==> config.mk <==
export PLATFORM = sky130hd
export DESIGN_NAME = timer_controller
export DESIGN_NICKNAME = d
export VERILOG_FILES = /design/src/rtl/timer_controller_pkg.sv /design/src/rtl/timer_prescaler.sv /design/src/rtl/timer_controller.sv
export SDC_FILE = /design/constraint.sdc
export NUM_CORES = 1
export LEC_CHECK = 0
export ABC_AREA = 0
export CAP_MARGIN = 20
export CORE_MARGIN = 2
export CORE_UTILIZATION = 35
export CTS_BUF_LIST = sky130_fd_sc_hd__clkbuf_4 sky130_fd_sc_hd__clkbuf_8 sky130_fd_sc_hd__clkbuf_16
export CTS_CLUSTER_SIZE = 14
export DETAILED_ROUTE_END_ITERATION = 10
export GPL_ROUTABILITY_DRIVEN = 0
export GPL_TIMING_DRIVEN = 1
export SYNTH_ARGS = -nofsm -noshare
export SYNTH_HDL_FRONTEND = slang
export SYNTH_SLANG_ARGS = --single-unit
==> constraint.sdc <==
create_clock -name i_CLK -period 2.8 [get_ports i_CLK]
set_clock_uncertainty 0.15 [all_clocks]
set_input_delay 0.28 -clock i_CLK [delete_from_list [all_inputs] [get_ports i_CLK]]
set_output_delay 0.28 -clock i_CLK [all_outputs]
set_load 0.03 [all_outputs]
==> src/rtl/timer_controller_pkg.sv <==
// Shared encodings for the interval timer controller and its prescaler.
package timer_controller_pkg;

    typedef enum logic [1:0] {
        IDLE = 2'd0,
        RUN  = 2'd1,
        HOLD = 2'd2
    } state_t;

    localparam logic MODE_ONESHOT  = 1'b0;
    localparam logic MODE_PERIODIC = 1'b1;

endpackage

==> src/rtl/timer_prescaler.sv <==
// Mod-PRESCALE phase counter; tick is high combinationally on the last phase while enabled.
module timer_prescaler
    import timer_controller_pkg::*;
#(
    parameter int PRESCALE = 16
) (
    input  logic clk,
    input  logic rst_n,
    input  logic clear,
    input  logic enable,
    output logic tick
);

    localparam int            PW   = (PRESCALE > 1) ? $clog2(PRESCALE) : 1;
    localparam logic [PW-1:0] LAST = PW'(PRESCALE - 1);

    logic [PW-1:0] phase;

    always_ff @(posedge clk or negedge rst_n) begin
        if (!rst_n) begin
            phase <= '0;
        end else if (clear) begin
            phase <= '0;
        end else if (enable) begin
            phase <= (phase == LAST) ? '0 : phase + PW'(1);
        end
    end

    assign tick = enable && (phase == LAST);

endmodule

==> src/rtl/timer_controller.sv <==
// Programmable interval timer: IDLE/RUN/HOLD sequencing, reload/count registers and sticky irq.
//   state | meaning
//   IDLE  | stopped, prescaler cleared, Load also sets count
//   RUN   | prescaler running, count decrements on each tick
//   HOLD  | paused, count and prescaler phase frozen
module timer_controller
    import timer_controller_pkg::*;
#(
    parameter int PRESCALE = 16,
    parameter int WIDTH    = 16
) (
    input  logic             i_CLK,
    input  logic             i_RESET_n,
    input  logic             i_Load,
    input  logic [WIDTH-1:0] i_Load_Value,
    input  logic             i_Mode,
    input  logic             i_Start,
    input  logic             i_Stop,
    input  logic             i_Irq_Ack,
    output logic             o_Busy,
    output logic             o_Expired,
    output logic             o_Irq,
    output logic             o_Overrun,
    output logic [WIDTH-1:0] o_Count
);

    state_t           state, state_next;
    logic [WIDTH-1:0] count, count_next;
    logic [WIDTH-1:0] reload, reload_next;
    logic             mode, mode_next;
    logic             tick;
    logic             expiry;

    timer_prescaler #(.PRESCALE(PRESCALE)) u_prescaler (
        .clk    (i_CLK),
        .rst_n  (i_RESET_n),
        .clear  (state == IDLE),
        .enable (state == RUN),
        .tick   (tick)
    );

    always_ff @(posedge i_CLK or negedge i_RESET_n) begin
        if (!i_RESET_n) begin
            state  <= IDLE;
            count  <= '0;
            reload <= '0;
            mode   <= MODE_ONESHOT;
        end else begin
            state  <= state_next;
            count  <= count_next;
            reload <= reload_next;
            mode   <= mode_next;
        end
    end

    always_comb begin
        state_next  = state;
        count_next  = count;
        reload_next = i_Load ? i_Load_Value : reload;
        mode_next   = mode;
        expiry      = 1'b0;
        case (state)
            IDLE: begin
                if (i_Load) count_next = i_Load_Value;
                if (i_Start && !i_Stop) begin
                    state_next = RUN;
                    count_next = reload_next;
                    mode_next  = i_Mode;
                end
            end
            RUN: begin
                if (tick) begin
                    if (count != '0) begin
                        count_next = count - WIDTH'(1);
                    end else begin
                        expiry = 1'b1;
                        if (mode == MODE_ONESHOT) state_next = IDLE;
                        else                      count_next = reload_next;
                    end
                end
                // The tick is resolved first; a one-shot expiry wins over a pause.
                if (i_Stop && state_next == RUN) state_next = HOLD;
            end
            HOLD: begin
                if (i_Start && !i_Stop) state_next = RUN;
            end
            default: state_next = IDLE;
        endcase
    end

    always_ff @(posedge i_CLK or negedge i_RESET_n) begin
        if (!i_RESET_n) begin
            o_Busy    <= 1'b0;
            o_Expired <= 1'b0;
            o_Irq     <= 1'b0;
            o_Overrun <= 1'b0;
        end else begin
            o_Busy    <= (state_next != IDLE);
            o_Expired <= expiry;
            if (expiry) begin
                o_Irq <= 1'b1;
                if (o_Irq && !i_Irq_Ack) o_Overrun <= 1'b1;
            end else if (i_Irq_Ack) begin
                o_Irq     <= 1'b0;
                o_Overrun <= 1'b0;
            end
        end
    end

    assign o_Count = count;

endmodule

==> results of run 1 <==
-- layer usage --
layer	up-vias	part of all wire, %	GRT usage, %
met1	1014	47	25.6
met3	7	4.5	3.24
met5	-	0	0
met2	47	48	28.0
li1	1004	-	-
met4	0	0.73	3.84
-- area by class of cell --
class                   count  area [um^2]  area share (%)
clock buffers               8          104            3.41
multi-input cells         171         1170            38.6
well taps                  80          100            3.29
inverters                  13         48.8            1.60
flip-flops and latches     43         1080            35.3
repair buffers             57          543            17.8
-- kinds of logic after synthesis --
| logic type | after synthesis | synth area share (%) |
|---|---|---|
| flops | 43 | 45.1 |
| fa+ha+maj | 3 | 1.57 |
| mux | 17 | 7.76 |
| compound gates | 72 | 21.4 |
| xor+xnor | 3 | 1.10 |
| buf+inv | 29 | 5.71 |
| simple gates | 76 | 17.3 |
-- registers in the layout, summed over array words and instances (netlist names) --
name and cells:
mode 1, o_Expired 1, o_Count 16, o_Busy 1, o_Irq 1, o_Overrun 1, state 2, reload 16
u_prescaler.phase 4
-- report_power, final --
| group | internal (mW) | total (mW) | switching (mW) |
|---|---|---|---|
| clock | 0.235 | 0.447 | 0.212 |
| combinational | 0.392 | 0.897 | 0.504 |
| sequential | 0.742 | 0.895 | 0.153 |
-- cell usage in the layout (no fill, tap or decap), drive strengths merged, types with 5 or more instances in the layout --
master	count
buf	15
clkdlybuf4s50	41
a21oi	10
inv	13
nand2	18
o22ai	5
nor2	12
nor3	10
clkbuf	8
mux2i	5
nand3	6
o21ai	19
o31ai	5
dfrtp	43
mux2	12
o211ai	5
-- synthesized netlist by cell type (2+ instances only) --
master,instances,area [um^2]
a211oi_1,2,15.0
a21oi_1,10,50.1
a22o_1,2,17.5
a22oi_1,2,15.0
a2bb2oi_1,2,17.5
a31oi_1,3,18.8
and3_1,2,12.5
buf_2,7,35.0
buf_6,2,22.5
clkbuf_1,6,22.5
dfrtp_1,43,1080
ha_1,3,37.5
inv_1,13,48.8
mux2_2,12,135
mux2i_1,5,50.1
nand2_1,18,67.6
nand2b_1,3,18.8
nand3_1,6,30.0
nand4_1,4,25.0
nor2_1,11,41.3
nor2b_1,4,25.0
nor3_1,9,45.0
nor4_1,3,18.8
o211ai_1,5,37.5
o21ai_0,8,40.0
o21ai_1,11,55.1
o221a_1,2,22.5
o221ai_1,4,35.0
o22a_1,3,26.3
o22ai_1,5,31.3
o2bb2ai_1,2,17.5
o31ai_1,5,37.5
or3_1,3,18.8
or4_1,4,30.0
xor2_1,3,26.3
-- worst max path at each step --
stage | endpoint | startpoint | cells past startpoint | slack [ns]
detailed placement | o_Count[8] | o_Count[10] | 5 | 0.22
finish | o_Count[9] | o_Count[10] | 6 | 0.19
global placement | o_Count[10] | o_Count[0] | 8 | 0.35
floorplan | o_Count[7] | o_Count[0] | 8 | 0.35
global route | o_Count[9] | o_Count[10] | 6 | 0.007
CTS | o_Count[8] | o_Count[10] | 5 | 0.20
-- worst reg2reg max path: cells and delay by family (launching register included) --
family	cells	cell delay, ns
AND/OR/NAND/NOR	2	1.06
AO/OA/AOI/OAI	3	0.57
flip-flops	1	0.45
buffers and inverters	1	0.25
-- through the flow --
stage               power [mW]  std cells  worst slack, ns  utilization, %  hold slack (ns)
finish                    2.24        372            0.192            45.6            0.173
global route              2.37        372          0.00669            45.6            0.187
CTS                       2.25        370            0.199            45.1           0.0186
detailed placement        1.80        362            0.223            43.6            0.333
global placement          1.79        362            0.349            43.6            0.322
floorplan                 1.42        243            0.348               -           -0.166
-- repair_timing --
action,CTS,global route
endpoints found under the hold margin,0,43
hold buffers,0,1
buffers inserted,0,0
==> impl_metrics.json, run 1 <==
{
  "hold_viol": 0,
  "cts_inserted_buffers": 5,
  "vias": 2072,
  "slew-limit-headroom_pct": 51.3,
  "pwr_density_cell_nw_per_um2": 735,
  "critPathSlowestCell": "nor4_1",
  "start_util_pct": 35.7,
  "cp-end-kind": "register",
  "overflow": 0,
  "fillers": 656,
  "netlist_instances": 243,
  "grt_pass1_vias": 2036,
  "clk_pin_slew_worst_paths_ns": 0.08,
  "cp_slowest_stage_delay_ns": 0.55,
  "die_h_um": 86.6,
  "tightest_slew_ns": 0.731,
  "cts.sinks": 43,
  "drc": 0,
  "ctsRootBufferMaster": "clkbuf_8",
  "rsz0062_at_grt": "no",
  "startpoint_type": "register",
  "finalCritPeriodShare_pct": 93.2,
  "htreeDepth": 2,
  "clockBufferDepth": 2,
  "period_needed_ns": 2.61,
  "synth_enable_flop_cells": 0,
  "post-dp-hpwl_um": 4550,
  "io_buffers": 42,
  "nets": 317,
  "cts_tree": "done",
  "required_ns": 2.82,
  "grt_pass1_wl_um": 10500,
  "synth-seq-cells": 43,
  "grt_start_max_net_pins": 44,
  "finalSetupViolations": 0,
  "worstSetupPathType": "register to register",
  "status": "finished clean",
  "timing.rr.end": "o_Count[9]",
  "slew_violations": 0,
  "avgViaCountPerCell": 5.57,
  "antenna_found_initial": 0,
  "drv_cap": 0,
  "syn-cell-area_um2": 2390,
  "num_io_pins": 43,
  "drive_above_1_share_pct": 14.4,
  "postPlaceCellArea_um2": 2910,
  "leakage_nw": 1.24,
  "yosys_warnings": 0,
  "async_flop_share_pct": 100,
  "rows": 30,
  "r2r_setup_slack_ns": 0.19,
  "ant_nets": 0,
  "cts_resized": 0,
  "grtUsageTotal_pct": 17.8,
  "cp.arrival_ns": 2.63,
  "synth_ff_type": "dfrtp_1",
  "critical_path_buf_inv_count": 1,
  "crit_fanout": 9,
  "ys_types": 51,
  "num_antenna_cells": 0,
  "die_w_um": 86.6,
  "synth_seq_area_share_pct": 45.1,
  "area_growth_pct": 27.6,
  "tns_ns": 0,
  "reg2reg_from": "o_Count[10]",
  "hold_class": "primary input to asynchronous set/reset pin",
  "drtPass1Iterations": 4,
  "syn_nets": 269,
  "ir_worst_vdd_uv": 298,
  "clock.fmax_ghz": 0.383,
  "wire_per_inst_um": 16.7,
  "cp_top_family": "simple AND/OR/NAND/NOR gates",
  "core_um2": 6680,
  "wl_um": 6200,
  "avgSynthCellArea_um2": 9.82,
  "drtIter0Drc": 102,
  "dieArea_um2": 7500,
  "crit_chain": "nor4_1, and4_1, a21oi_1, buf_4, o221ai_1, a22oi_1",
  "clk_latency_ns": 0.30,
  "r2r_cells": 6,
  "final_cell_area_um2": 3050
}
No activity file was read; power rests on OpenSTA's default activity.
==> run 2, diff against run 1 <==
Settings changed: PLACE_DENSITY from default to 0.58.
==> run 2 against run 1 <==
  * The flow now finishes with violations (negative hold slack)
  * Clock-buffer cell count is 1 lower
  * Sequential cell count stayed put
  * Clock power is 9.6% lower
  * Wire length is 0.50% lower
  * Critical path depth stayed put
  * Register-to-register slack better by 0.07 ns
  * Sequential power hardly changed
  * Power is 2.1% lower
  * Combinational power is 0.4% lower
  * Non-clock buffer count is 2 lower
  * Maximum frequency is 2.7% higher
  * Critical endpoint unchanged
==> impl_metrics.json, run 2 (synthesized netlist as in run 1, its figures left out) <==
{
  "cts_setup_buffers": 0,
  "hold_class": "primary input to asynchronous set/reset pin",
  "grt_pass1_vias": 1993,
  "clockBufferDepth": 2,
  "rsz0062_at_grt": "no",
  "num_io_pins": 43,
  "grt_start_max_net_pins": 44,
  "tightest_slew_ns": 0.950,
  "vias": 2033,
  "grtUsageTotal_pct": 17.3,
  "reg2reg_from": "o_Count[10]",
  "ctsRootBufferMaster": "clkbuf_8",
  "final_common_cell": "dfrtp_1",
  "final_util_pct": 44.9,
  "avgViaCountPerCell": 5.49,
  "worstSetupPathType": "register to register",
  "num_antenna_cells": 0,
  "dieArea_um2": 7500,
  "crit_fanout": 9,
  "wire_per_inst_um": 16.7,
  "drtPass1Iterations": 4,
  "cts_inserted_buffers": 5,
  "drtIter0Drc": 71,
  "clock.fmax_ghz": 0.394,
  "ir_worst_vdd_uv": 435,
  "stdcell_count": 370,
  "area_growth_pct": 25.7,
  "ctsHoldBuffers": 0,
  "wl_um": 6170,
  "dp_cells": 362,
  "finalCritPeriodShare_pct": 90.7,
  "die_h_um": 86.6,
  "cp.arrival_ns": 2.56,
  "pwr_density_cell_nw_per_um2": 730,
  "core_um2": 6680,
  "cts.sinks": 43,
  "finalSetupViolations": 0,
  "status": "finished, violations left",
  "tns_ns": 0,
  "ant_nets": 0,
  "grt_pass1_wl_um": 10100,
  "clk_pin_slew_worst_paths_ns": 0.08,
  "hold_viol": 34,
  "r2r_cells": 6,
  "antenna_found_initial": 0,
  "start_util_pct": 35.7,
  "nets": 315,
  "drv_cap": 0,
  "required_ns": 2.82,
  "cts_resized": 0,
  "r2r_setup_slack_ns": 0.26,
  "slew_violations": 0,
  "startpoint_type": "register",
  "overflow": 0,
  "io_buffers": 42,
  "cts_tree": "done",
  "rows": 30,
  "mostFrequentLayoutCells": "dfrtp_1 (43), clkdlybuf4s50_1 (41), nand2_1 (18)",
  "post-dp-hpwl_um": 4460,
  "htreeDepth": 2,
  "die_w_um": 86.6,
  "clk_latency_ns": 0.30,
  "fillers": 636,
  "drc": 0,
  "fin_hold_ws_ns": -0.0253,
  "slew-limit-headroom_pct": 36.7,
  "timing.rr.end": "o_Count[9]",
  "violations": "negative hold slack",
  "drive_above_1_share_pct": 14.1,
  "period_needed_ns": 2.54,
  "leakage_nw": 1.22,
  "cp-end-kind": "register"
}
-- run 2: changes by cell type in the layout (fill, tap and decap cells not counted), sizes merged --
cell / before / now
buf: 15 / 14
clkbuf: 8 / 7
clkinv: 0 / 1
dlygate4sd3: 1 / 0
-- run 2: how the worst max path moves through the flow --
stage           startpoint           to  cells past startpoint  slack, ns
5_1_grt        o_Count[10]   o_Count[9]                      6       0.03
3_3_place_gp    o_Count[0]  o_Count[10]                      8       0.35
4_1_cts         o_Count[0]  o_Count[10]                      8       0.24
3_5_place_dp    o_Count[0]  o_Count[10]                      8       0.27
6_report       o_Count[10]   o_Count[9]                      6       0.26
2_1_floorplan   o_Count[0]   o_Count[7]                      8       0.35
-- run 2: layer usage --
metal | wire [um] | global-route usage [%] | vias up
met5 | 0 | 0 | -
met4 | 92 | 5.11 | 0
met3 | 205 | 3.24 | 7
met2 | 2850 | 27.5 | 41
met1 | 3030 | 24.2 | 988
li1 | - | - | 997
-- run 2: report_power, final --
group          total (mW)  internal [mW]  switching (mW)
logic               0.893          0.389           0.504
clock network       0.404          0.195           0.210
registers           0.894          0.742           0.152
-- run 2: worst max-delay path, cell delays in order, from the launching register on --
cell      delay (ns)
dfrtp_1         0.46
nor4_1          0.52
and4_1          0.51
a21oi_1         0.30
buf_4           0.24
o221ai_1        0.16
a22oi_1         0.09
-- run 2: final cells by class --
type	count	area, um^2	share of cell area, %
Multi-Input combinational cell	171	1170	39.1
Sequential cell	43	1080	35.8
Timing Repair Buffer	55	513	17.1
Tap cell	80	100	3.33
Clock buffer	7	83.8	2.79
Inverter	13	48.8	1.63
Clock inverter	1	5.00	0.167
-- run 2: metrics by stage --
step	hold slack, ns	cell area (um^2)	worst slack (ns)	power [mW]
after CTS	0.0102	3000	0.239	2.21
final	-0.0253	3000	0.260	2.19
after global placement	0.323	2910	0.349	1.79
after global routing	0.0599	3000	0.0336	2.32
after floorplan	-0.166	2390	0.348	1.42
after detailed placement	0.323	2910	0.271	1.80
